### src/rtl/ul_sched_pkg.sv
// -----------------------------------------------------------------------------
// ul_sched_pkg
// Shared types and constants for the uplink compress packet scheduler.
//   sched_state_t : scheduler FSM states (idle, grant, send, inter-packet gap)
//   ul_hdr_t      : per-packet header {slot, symb, prb, rbg}, 24 bits packed
//   HDR_W         : header width in bits
// -----------------------------------------------------------------------------
package ul_sched_pkg;

  localparam int HDR_W = 24;

  // Prefixed literals keep the gap state distinct from the GAP length parameter
  // of the scheduler that imports this package.
  typedef enum logic [1:0] {
    S_IDLE  = 2'd0,
    S_GRANT = 2'd1,
    S_SEND  = 2'd2,
    S_GAP   = 2'd3
  } sched_state_t;

  typedef struct packed {
    logic [6:0] slot;
    logic [3:0] symb;
    logic [8:0] prb;
    logic [3:0] rbg;
  } ul_hdr_t;

endpackage : ul_sched_pkg

### src/rtl/rr_arbiter_oh.sv
// -----------------------------------------------------------------------------
// rr_arbiter_oh
// Combinational one-hot round-robin pick. The winner is the first set bit of
// req_i at or after ptr_i, wrapping modulo N.
// Ports:
//   req_i  [N-1:0]  request vector
//   ptr_i  [IW-1:0] priority pointer (index searched first)
//   gnt_o  [N-1:0]  one-hot grant (all zero when req_i is zero)
//   idx_o  [IW-1:0] index of the granted bit (zero when nothing is granted)
// -----------------------------------------------------------------------------
module rr_arbiter_oh #(
  parameter int N  = 4,
  parameter int IW = 2
) (
  input  logic [N-1:0]  req_i,
  input  logic [IW-1:0] ptr_i,
  output logic [N-1:0]  gnt_o,
  output logic [IW-1:0] idx_o
);

  logic [N-1:0]  gnt_s;
  logic [IW-1:0] idx_s;
  logic          found_s;
  logic          hit_s;
  int            pos_s;

  // Rotating scan from the pointer; the first hit locks out later positions.
  always_comb begin
    gnt_s   = {N{1'b0}};
    idx_s   = {IW{1'b0}};
    found_s = 1'b0;
    hit_s   = 1'b0;
    pos_s   = 0;
    for (int i = 0; i < N; i++) begin
      pos_s        = int'(ptr_i) + i;
      pos_s        = (pos_s >= N) ? (pos_s - N) : pos_s;
      hit_s        = req_i[pos_s] & ~found_s;
      gnt_s[pos_s] = hit_s;
      idx_s        = hit_s ? IW'(pos_s) : idx_s;
      found_s      = found_s | hit_s;
    end
  end

  assign gnt_o = gnt_s;
  assign idx_o = idx_s;

endmodule : rr_arbiter_oh

### src/rtl/ul_compress_sched.sv
// -----------------------------------------------------------------------------
// ul_compress_sched
// Round-robin packet scheduler in front of the uplink compress datapath.
// Grants one of NUM_SRC sources at a time, frames a PKT_LEN-beat packet with
// sop/vld/eop, latches the winner's header, forces GAP idle cycles after each
// eop and limits packets in flight to MAX_OUT with a credit counter.
// Ports:
//   clk, rst        clock, asynchronous active-low reset
//   i_enable        allows new grants (a packet in progress always completes)
//   i_req           per-source packet-ready levels
//   i_hdr           per-source headers, source 0 in bits [23:0]
//   i_credit_ret    one-cycle pulse per packet consumed downstream
//   o_gnt / o_src   one-hot grant and granted index, held for the packet
//   o_rd_en         read strobe to the granted buffer (same as o_vld)
//   o_sop/o_vld/o_eop  packet framing
//   o_*_idx         header latched at grant time
//   o_credit        credits available; o_credit_err sticky overflow flag
//   o_busy          FSM not idle
// All outputs come straight from flops.
// -----------------------------------------------------------------------------
module ul_compress_sched
  import ul_sched_pkg::*;
#(
  parameter int NUM_SRC = 4,
  parameter int PKT_LEN = 48,
  parameter int GAP     = 2,
  parameter int MAX_OUT = 4,
  parameter int CW      = 3
) (
  input  logic                     clk,
  input  logic                     rst,
  input  logic                     i_enable,
  input  logic [NUM_SRC-1:0]       i_req,
  input  logic [NUM_SRC*HDR_W-1:0] i_hdr,
  input  logic                     i_credit_ret,
  output logic [NUM_SRC-1:0]       o_gnt,
  output logic                     o_rd_en,
  output logic [1:0]               o_src,
  output logic                     o_sop,
  output logic                     o_eop,
  output logic                     o_vld,
  output logic [6:0]               o_slot_idx,
  output logic [3:0]               o_symb_idx,
  output logic [8:0]               o_prb_idx,
  output logic [3:0]               o_rbg_idx,
  output logic [CW-1:0]            o_credit,
  output logic                     o_busy,
  output logic                     o_credit_err
);

  localparam int            GW         = (GAP > 1) ? $clog2(GAP) : 1;
  localparam logic [9:0]    BEAT_LAST  = 10'(PKT_LEN - 1);
  localparam logic [GW-1:0] GAP_LAST   = GW'((GAP > 0) ? (GAP - 1) : 0);
  localparam logic [CW-1:0] CREDIT_MAX = CW'(MAX_OUT);
  localparam logic [1:0]    SRC_LAST   = 2'(NUM_SRC - 1);

  sched_state_t       state_q,  state_d;
  logic [9:0]         beat_q,   beat_d;
  logic [GW-1:0]      gap_q,    gap_d;
  logic [1:0]         ptr_q,    ptr_d;
  logic [NUM_SRC-1:0] gnt_q,    gnt_d;
  logic [1:0]         src_q,    src_d;
  ul_hdr_t            hdr_q,    hdr_d;
  logic               sop_q,    sop_d;
  logic               vld_q,    vld_d;
  logic               eop_q,    eop_d;
  logic               busy_q,   busy_d;
  logic [CW-1:0]      credit_q, credit_d;
  logic               cerr_q,   cerr_d;

  logic [NUM_SRC-1:0] arb_gnt_s;
  logic [1:0]         arb_idx_s;
  ul_hdr_t            win_hdr_s;
  logic               grant_ok_s;

  rr_arbiter_oh #(
    .N  (NUM_SRC),
    .IW (2)
  ) u_arb (
    .req_i (i_req),
    .ptr_i (ptr_q),
    .gnt_o (arb_gnt_s),
    .idx_o (arb_idx_s)
  );

  assign win_hdr_s  = ul_hdr_t'(i_hdr[int'(arb_idx_s)*HDR_W +: HDR_W]);
  // Credit is only ever checked in IDLE, so at most one packet per credit.
  assign grant_ok_s = i_enable & (|i_req) & (credit_q != {CW{1'b0}});

  // FSM next state, framing, grant and header capture.
  always_comb begin
    state_d = state_q;
    beat_d  = beat_q;
    gap_d   = gap_q;
    ptr_d   = ptr_q;
    gnt_d   = gnt_q;
    src_d   = src_q;
    hdr_d   = hdr_q;
    sop_d   = 1'b0;
    vld_d   = 1'b0;
    eop_d   = 1'b0;
    case (state_q)
      S_IDLE: begin
        if (grant_ok_s) begin
          state_d = S_GRANT;
          gnt_d   = arb_gnt_s;
          src_d   = arb_idx_s;
          hdr_d   = win_hdr_s;
        end else begin
          state_d = S_IDLE;
        end
      end
      S_GRANT: begin
        // PKT_LEN >= 2, so the first beat is never also the last one.
        state_d = S_SEND;
        beat_d  = 10'd0;
        sop_d   = 1'b1;
        vld_d   = 1'b1;
        eop_d   = 1'b0;
      end
      S_SEND: begin
        if (beat_q == BEAT_LAST) begin
          gnt_d   = {NUM_SRC{1'b0}};
          ptr_d   = (src_q == SRC_LAST) ? 2'd0 : (src_q + 2'd1);
          beat_d  = 10'd0;
          gap_d   = {GW{1'b0}};
          state_d = (GAP > 0) ? S_GAP : S_IDLE;
        end else begin
          beat_d = beat_q + 10'd1;
          vld_d  = 1'b1;
          eop_d  = ((beat_q + 10'd1) == BEAT_LAST);
        end
      end
      S_GAP: begin
        if (gap_q == GAP_LAST) begin
          state_d = S_IDLE;
          gap_d   = {GW{1'b0}};
        end else begin
          gap_d = gap_q + GW'(1);
        end
      end
      default: begin
        state_d = S_IDLE;
        gnt_d   = {NUM_SRC{1'b0}};
      end
    endcase
    busy_d = (state_d != S_IDLE);
  end

  // Credit counter: sop consumes, return replenishes, overflow is flagged.
  always_comb begin
    credit_d = credit_q;
    cerr_d   = cerr_q;
    if (sop_q && !i_credit_ret) begin
      credit_d = credit_q - CW'(1);
    end else if (!sop_q && i_credit_ret) begin
      if (credit_q == CREDIT_MAX) begin
        cerr_d = 1'b1;
      end else begin
        credit_d = credit_q + CW'(1);
      end
    end else begin
      credit_d = credit_q;
    end
  end

  // State and output registers; reset aborts any packet without an eop.
  always_ff @(posedge clk or negedge rst) begin
    if (!rst) begin
      state_q  <= S_IDLE;
      beat_q   <= 10'd0;
      gap_q    <= {GW{1'b0}};
      ptr_q    <= 2'd0;
      gnt_q    <= {NUM_SRC{1'b0}};
      src_q    <= 2'd0;
      hdr_q    <= ul_hdr_t'(24'd0);
      sop_q    <= 1'b0;
      vld_q    <= 1'b0;
      eop_q    <= 1'b0;
      busy_q   <= 1'b0;
      credit_q <= CREDIT_MAX;
      cerr_q   <= 1'b0;
    end else begin
      state_q  <= state_d;
      beat_q   <= beat_d;
      gap_q    <= gap_d;
      ptr_q    <= ptr_d;
      gnt_q    <= gnt_d;
      src_q    <= src_d;
      hdr_q    <= hdr_d;
      sop_q    <= sop_d;
      vld_q    <= vld_d;
      eop_q    <= eop_d;
      busy_q   <= busy_d;
      credit_q <= credit_d;
      cerr_q   <= cerr_d;
    end
  end

  assign o_gnt        = gnt_q;
  assign o_src        = src_q;
  assign o_sop        = sop_q;
  assign o_vld        = vld_q;
  assign o_rd_en      = vld_q;
  assign o_eop        = eop_q;
  assign o_slot_idx   = hdr_q.slot;
  assign o_symb_idx   = hdr_q.symb;
  assign o_prb_idx    = hdr_q.prb;
  assign o_rbg_idx    = hdr_q.rbg;
  assign o_credit     = credit_q;
  assign o_busy       = busy_q;
  assign o_credit_err = cerr_q;

endmodule : ul_compress_sched

### config.mk
export PLATFORM = sky130hd
export DESIGN_NAME = ul_compress_sched
export DESIGN_NICKNAME = d
export VERILOG_FILES = /design/src/rtl/ul_sched_pkg.sv /design/src/rtl/rr_arbiter_oh.sv /design/src/rtl/ul_compress_sched.sv
export SDC_FILE = /design/constraint.sdc
export NUM_CORES = 1
export LEC_CHECK = 0
export ABC_CLOCK_PERIOD_IN_PS = 5700
export BUFFER_PORTS_ARGS = -buffer_cell sky130_fd_sc_hd__buf_2
export CORE_ASPECT_RATIO = 0.8
export CORE_MARGIN = 2
export CORE_UTILIZATION = 53
export DETAILED_ROUTE_END_ITERATION = 12
export GPL_ROUTABILITY_DRIVEN = 0
export MAX_ROUTING_LAYER = met4
export PLACE_DENSITY = 0.89
export SLEW_MARGIN = 20
export SYNTH_ARGS = -nofsm -noshare
export SYNTH_HDL_FRONTEND = slang
export SYNTH_HIERARCHICAL = 1
export SYNTH_SLANG_ARGS = --single-unit
### constraint.sdc
create_clock -name clk -period 5.7 [get_ports clk]
set_clock_uncertainty 0.05 [all_clocks]
set_input_delay 0.855 -clock clk [delete_from_list [all_inputs] [get_ports clk]]
set_output_delay 0.855 -clock clk [all_outputs]
set_load 0.01 [all_outputs]
After elaboration in Yosys (flattened, before gate mapping)
Cells that the tools add are included.
{"block": "classes", "addsub": 12, "mul": 1, "magnitude_cmp": 12, "n_eq_ne": 10, "n_shift": 1, "muxes": 52, "bitwise": 12, "n_reduce_logical": 22}
{"operator": "$ge 32x1->1 const B", "count": 4}
{"operator": "$lt 32x4->1 const B", "count": 4}
{"operator": "$mux 32", "count": 4}
{"operator": "$ge 32x4->1 const B", "count": 3}
{"operator": "$shiftx 96x8->24", "count": 1}
{"operator": "$sub 32x4->32 const B", "count": 3}
{"operator": "$eq 10x6->1 const B", "count": 2}
{"operator": "$pmux 10 s2", "count": 1}
{"operator": "$mux 1", "count": 19}
{"operator": "$mux 2", "count": 7}
{"operator": "$bwmux 4", "count": 3}
{"operator": "$add 10x1->10 const B", "count": 1}
{"operator": "$mux 10", "count": 1}
{"operator": "$reduce_bool 2->1", "count": 5}
{"operator": "$mux 3", "count": 3}
{"operator": "$bmux 1 s2", "count": 4}
{"operator": "$demux 1 s2", "count": 4}
{"operator": "$mux 4", "count": 2}
{"operator": "$pmux 2 s4", "count": 1}
{"operator": "$pmux 4 s2", "count": 1}
{"operator": "$reduce_and 2->1", "count": 4}
{"operator": "$add 2x2->3 const B", "count": 2}
{"operator": "$eq 2x2->1 const B", "count": 3}
{"operator": "$logic_and 1x1->1", "count": 6}
{"operator": "other kinds (21)", "count": 34}
{"block": "totals", "regBits": 53, "in_bits": 104, "out_inout_bits": 39, "elab_cells": 138}

Longest topological paths before layout
{"block": "logic_depth", "depth_word": 16, "mapped_depth": 11, "mapped_depth_nobuf": 8}

Hierarchy
The synthesis kept the hierarchy.
{"module": "ul_compress_sched", "n_inst": 1, "cells_each": 235, "area_each_um2": 3029.2, "seq_area_each_um2": 1327.5}
{"module": "rr_arbiter_oh", "n_inst": 1, "cells_each": 53, "area_each_um2": 484.2, "seq_area_each_um2": 0.0}

Least setup slack after synthesis
No wires, ideal clock.
{"block": "synth_path", "kind": "input to register", "start": "in i_req[0]", "end": "reg hdr_q (netlist bit o_prb_idx[2])", "setup_ns": 0.125, "t_arrival_ns": 3.169, "required_time_ns": 5.525, "slack_ns": 2.356, "cell_stages": 7, "path_buffers": 2, "cell_sequence": "mux4_1 -> or3_1 -> o32ai_1 -> clkbuf_1 -> clkbuf_1 -> mux4_2 -> mux2_2"}
{"block": "synth_between", "elab_chain_cells": 14, "elab_cells_between_ends": 30, "classes_between": "mul (1); shift (1); mux (16); bitwise (10); reduce/logical (2)"}
{"element": "start, declared", "line": "ul_compress_sched.sv:33", "rtl": "input logic [NUM_SRC-1:0] i_req,"}
{"element": "$bmux 1 s2", "line": "rr_arbiter_oh.sv:37", "rtl": "hit_s = req_i[pos_s] & ~found_s;"}
{"element": "$mux 1 (implied by the code) (2 in series)", "line": "rr_arbiter_oh.sv:37"}
{"element": "$not 1->1", "line": "rr_arbiter_oh.sv:37"}
{"element": "$and 1x1->1", "line": "rr_arbiter_oh.sv:37"}
{"element": "$or 1x1->1", "line": "rr_arbiter_oh.sv:40", "rtl": "found_s = found_s | hit_s;"}
{"element": "$not 1->1", "line": "rr_arbiter_oh.sv:37"}
{"element": "$and 1x1->1", "line": "rr_arbiter_oh.sv:37"}
{"element": "$or 1x1->1", "line": "rr_arbiter_oh.sv:40"}
{"element": "$not 1->1", "line": "rr_arbiter_oh.sv:37"}
{"element": "$and 1x1->1", "line": "rr_arbiter_oh.sv:37"}
{"element": "$mux 2 (*)", "line": "rr_arbiter_oh.sv:39", "rtl": "idx_s = hit_s ? IW'(pos_s) : idx_s;"}
{"element": "via arb_idx_s[1]", "line": "ul_compress_sched.sv:72", "rtl": "logic [1:0] arb_idx_s;"}
{"element": "$mul 2x2->4 (*)", "line": "ul_compress_sched.sv:86", "rtl": "assign win_hdr_s = ul_hdr_t'(i_hdr[int'(arb_idx_s)*HDR_W +: HDR_W]);"}
{"element": "$shiftx 96x8->24 (*)", "line": "ul_compress_sched.sv:86"}
{"element": "end signal, assigned", "line": "ul_compress_sched.sv:176", "rtl": "hdr_q <= ul_hdr_t'(24'd0);"}
{"element": "end signal, assigned", "line": "ul_compress_sched.sv:190", "rtl": "hdr_q <= hdr_d;"}
{"element": "end, declared", "line": "ul_compress_sched.sv:63", "rtl": "ul_hdr_t hdr_q, hdr_d;"}
Mark *: on every way through the listed nets, which the timed path passes. The rest lies on a longest branch. The select of a mux whose other input is x is not followed.
A chain may end at the register's enable or synchronous reset.

Worst setup path in the final report
{"block": "layout_path", "start": "reg ptr_q[0]", "end": "reg hdr_q (netlist bit o_prb_idx[0])"}
{"block": "layout_between", "elab_chain_cells": 16, "elab_cells_between_ends": 41, "classes_between": "add/sub (7); mul (1); order compare (4); shift (1); mux (20); bitwise (8)"}
{"element": "start, declared", "line": "ul_compress_sched.sv:60", "rtl": "logic [1:0] ptr_q, ptr_d;"}
{"element": "start signal, assigned", "line": "ul_compress_sched.sv:187", "rtl": "ptr_q <= ptr_d;"}
{"element": "$add 2x1->3, or another cell as far along", "line": "rr_arbiter_oh.sv:35", "rtl": "pos_s = int'(ptr_i) + i;"}
{"element": "$sub 32x4->32, or another cell as far along", "line": "rr_arbiter_oh.sv:36", "rtl": "pos_s = (pos_s >= N) ? (pos_s - N) : pos_s;"}
{"element": "$mux 32 / $bmux 1 s2 (equally long branches)", "line": "rr_arbiter_oh.sv:36, rr_arbiter_oh.sv:37"}
{"element": "$bmux 1 s2 / $mux 1 (equally long branches)", "line": "rr_arbiter_oh.sv:37"}
{"element": "$mux 1 (implied by the code)", "line": "rr_arbiter_oh.sv:37"}
{"element": "$mux 1 (implied by the code) / $not 1->1 (equally long branches)", "line": "rr_arbiter_oh.sv:37"}
{"element": "$and 1x1->1", "line": "rr_arbiter_oh.sv:37"}
{"element": "$or 1x1->1", "line": "rr_arbiter_oh.sv:40"}
{"element": "$not 1->1", "line": "rr_arbiter_oh.sv:37"}
{"element": "$and 1x1->1", "line": "rr_arbiter_oh.sv:37"}
{"element": "$or 1x1->1", "line": "rr_arbiter_oh.sv:40"}
{"element": "$not 1->1", "line": "rr_arbiter_oh.sv:37"}
{"element": "$and 1x1->1", "line": "rr_arbiter_oh.sv:37"}
{"element": "$mux 2 (*)", "line": "rr_arbiter_oh.sv:39"}
{"element": "via arb_idx_s[0]", "line": "ul_compress_sched.sv:72"}
{"element": "$mul 2x2->4 (*)", "line": "ul_compress_sched.sv:86"}
{"element": "$shiftx 96x8->24 (*)", "line": "ul_compress_sched.sv:86"}
Marked as above.

==> results.yml <==
outcome:
  status: "finished, final reports clean"
synth:
  synth_top_area_frac: 0.370
  ys.warnings.count: 6
  avgSynthCellArea_um2: 12.2
  synth_mux_area_frac: 0.294
  ys.flop_type: "dfrtp_1"
  synth-xor-area-share: 0.00499
  synth_edf_count: 0
  yosysTopAreaCell: "dfrtp_1"
  synthAdderAreaFrac: 0.0662
  syn-num-nets: 410
  yosysSeqAreaShare: 0.378
  synth_compound_gate_area_share: 0.106
  yosys.area_share.simple: 0.109
  yosysUniqueCellTypes: 49
  netlist_area_um2: 3510
  synthCells: 288
  async_reset_ff_frac: 1.00
  synth_area_leaders: "dfrtp_1 (37%), mux4_2 (17%), mux2_2 (8.7%)"
  synth_top_family_by_area: "multiplexers"
  ys_ff_latch: 53
power_and_ir_drop:
  internal-power_uw: 613
  pwr-share-clk: 0.320
  swShare: 0.269
  p_per_area_nw_per_um2: 189
  peakVddDrop_mv: 0.110
  power_leakage_uw: 0.00223
  p_sw_uw: 226
  p_comb_frac: 0.198
  p_seq_frac: 0.482
cells_and_area:
  fill_cells: 454
  nNetsFinal: 547
  instances_no_fill: 510
  drive_gt1_frac: 0.512
  areaGrowthSynthToFinish_pct: 26.3
  antenna-diode-count: 0
  postLayoutCoreUtil: 0.693
  final_area_um2: 4440
floorplan:
  rows: 26
  die_w_um: 95.0
  start_util: 0.548
  core-area_um2: 6410
  die_y_um: 76.8
  pin_count: 143
  die_area_um2: 7300
place:
  hpwl_um: 6650
  placed_cell_area_um2: 4310
  io_buffers: 142
  dp_cells: 501
cts:
  post_cts_buffers: 0
  cts.reportedPaths.clkPinSlew_ns: 0.10
  cts_max_level: 2
  numCtsBuffers: 5
  tritoncts: "yes"
  clockRootBuffer: "clkbuf_8"
  cts_resized: 0
  clock_latency_ns: 0.31
  cts.sinks: 53
  hold_buffers: 0
  cts_buffer_depth: 2
worst_setup_path:
  cp_max_fo: 25
  critPathCaptureType: "flop"
  crit_type: "flop to flop"
  crit_chain: "inv_1 -> ha_1 -> mux4_2 -> nor2b_1 -> o21ai_0 -> o31ai_4 -> buf_4 -> mux4_2 -> mux2_2"
  arrival_ns: 3.90
  cp_common_cell: "mux4_2"
  start_kind: "flop"
  cp_slowest_stage_delay_ns: 0.75
  crit_required_ns: 5.85
  cpMaxStageDelayCell: "dfrtp_1"
detailed_routing:
  drt_wl_total_um: 8590
  avgRoutedWirePerCell_um: 16.8
  vias: 2988
  drtIter0Drc: 160
  first_pass_iters: 4
  drc: 0
  ant_nets: 0
  avgViaCountPerCell: 5.86
grt:
  grt_max_degree: 54
  grt_overflow: 0
  grt_antenna_before_repair: 0
  grt_pass1_vias: 3304
  track_usage: 0.263
  grt_pass1_wl_um: 14900
timing:
  period_needed_ns: 3.75
  hold_viol_final: 0
  worst_slew_pin_slew_ns: 0.726
  hold_ws_ns: 0.431
  timing.slew.headroom: 0.511
  setup_viol: 0
  fmax_mhz: 267
  period_share: 0.657
  rsz0062_at_grt: "no"
  tns_ns: 0
  slew_violations: 0
run:
  drv_cap: 0
hold_path:
  worstHoldPathType: "flop to flop"
==> through the flow <==
| stage | total power [µW] | setup slack [ns] |
|---|---|---|
| after floorplan | 502 | 2.36 |
| after global placement | 569 | 1.95 |
| after detailed placement | 578 | 1.87 |
| after CTS | 848 | 1.94 |
| after global routing | 884 | 1.68 |
| final | 838 | 1.95 |
==> flip-flops by register name, indices dropped and copies added (netlist names), 2 cells and up <==
name / count
beat_q: 10
o_rbg_idx: 4
o_symb_idx: 4
o_slot_idx: 7
o_prb_idx: 9
ptr_q: 2
state_q: 2
o_gnt: 4
o_credit: 3
o_src: 2
==> area by class of cell <==
type	instances	area (µm²)	share of cell area
inverter	17	63.8	0.0144
tap	84	105	0.0237
sequential	53	1330	0.299
clock inverter	3	47.5	0.0107
clock buffer	5	68.8	0.0155
timing repair buffer	146	748	0.169
multi-input combinational	202	2080	0.468
==> placed cells by master, fill, tap and decap left out, types with 2 or more instances in the layout <==
cell type / instances
and3_1: 2
nor4_1: 2
and3b_2: 2
nor3_1: 7
xnor2_1: 2
a211o_1: 2
a211oi_1: 3
a31oi_1: 7
inv_1: 17
nand3b_1: 3
nor2_1: 11
mux4_2: 26
mux2i_1: 9
o31ai_4: 2
clkbuf_8: 5
nand3_1: 4
buf_4: 3
a2111oi_0: 2
buf_2: 142
o41ai_1: 2
nand2_1: 14
inv_6: 2
a21oi_1: 6
mux2_2: 27
o21ai_0: 10
nor2b_1: 4
dfrtp_1: 52
nand4_1: 5
mux4_1: 2
ha_1: 17
o2bb2ai_1: 8
nor3b_1: 4
and4_1: 2
nand2b_1: 2
o31ai_1: 2
==> synth_stat cells (all sizes together), types with 6 or more instances <==
library cell	n
mux4	28
nor3	8
o21ai	11
o2bb2ai	8
ha	17
nand2	14
mux2	27
inv	17
a21oi	6
mux2i	9
buf	10
dfrtp	52
clkbuf	6
a31oi	7
nor2	11
==> cell families (layout without fill, tap and decap cells) <==
family          Yosys count  after routing
compound gates           51             51
xor+xnor                  2              2
fa+ha+maj                18             18
buf+inv                  33            171
flops                    53             53
mux                      64             64
simple gates             67             67
==> layer usage <==
metal  up-vias  track usage  wire (µm)
li1       1378            -          -
met1      1462        0.324       3440
met2       128        0.433       4440
met3        20       0.0589        500
met4         0       0.0841        205
met5         -            -          0
==> worst max-delay path: cells and delay by family, from the launching register on <==
kind / cells / cell delay, ns
fa+ha+maj: 1 / 0.45
simple gates: 1 / 0.18
compound gates: 2 / 0.26
flops: 1 / 0.75
buf+inv: 2 / 0.67
mux: 3 / 1.26
==> path summary, 6_finish.rpt <==
kind                                               start                  endpoint  slack [ns]  cells past startpoint
worst max-delay path                ptr_q[0]$_DFFE_PN0P_  o_prb_idx[0]$_DFFE_PN0P_        1.95                      9
worst min-delay path            o_credit_err$_DFFE_PN0P_  o_credit_err$_DFFE_PN0P_        0.43                      1
worst max register to register      ptr_q[0]$_DFFE_PN0P_  o_prb_idx[0]$_DFFE_PN0P_        1.95                      9
worst min register to register  o_credit_err$_DFFE_PN0P_  o_credit_err$_DFFE_PN0P_        0.43                      1
max in group asynchronous                            rst  o_prb_idx[4]$_DFFE_PN0P_        4.55                      2
min in group asynchronous                            rst  o_prb_idx[1]$_DFFE_PN0P_        0.59                      2
==> power groups by stage <==
stage | Sequential [µW] | Combinational (µW) | Clock, µW
final | 404 | 166 | 268
after global routing | 408 | 184 | 292
after CTS | 404 | 166 | 278
after detailed placement | 411 | 167 | 0
after global placement | 411 | 158 | 0
after floorplan | 414 | 87.7 | 0
No activity file was read; power rests on OpenSTA's default activity.
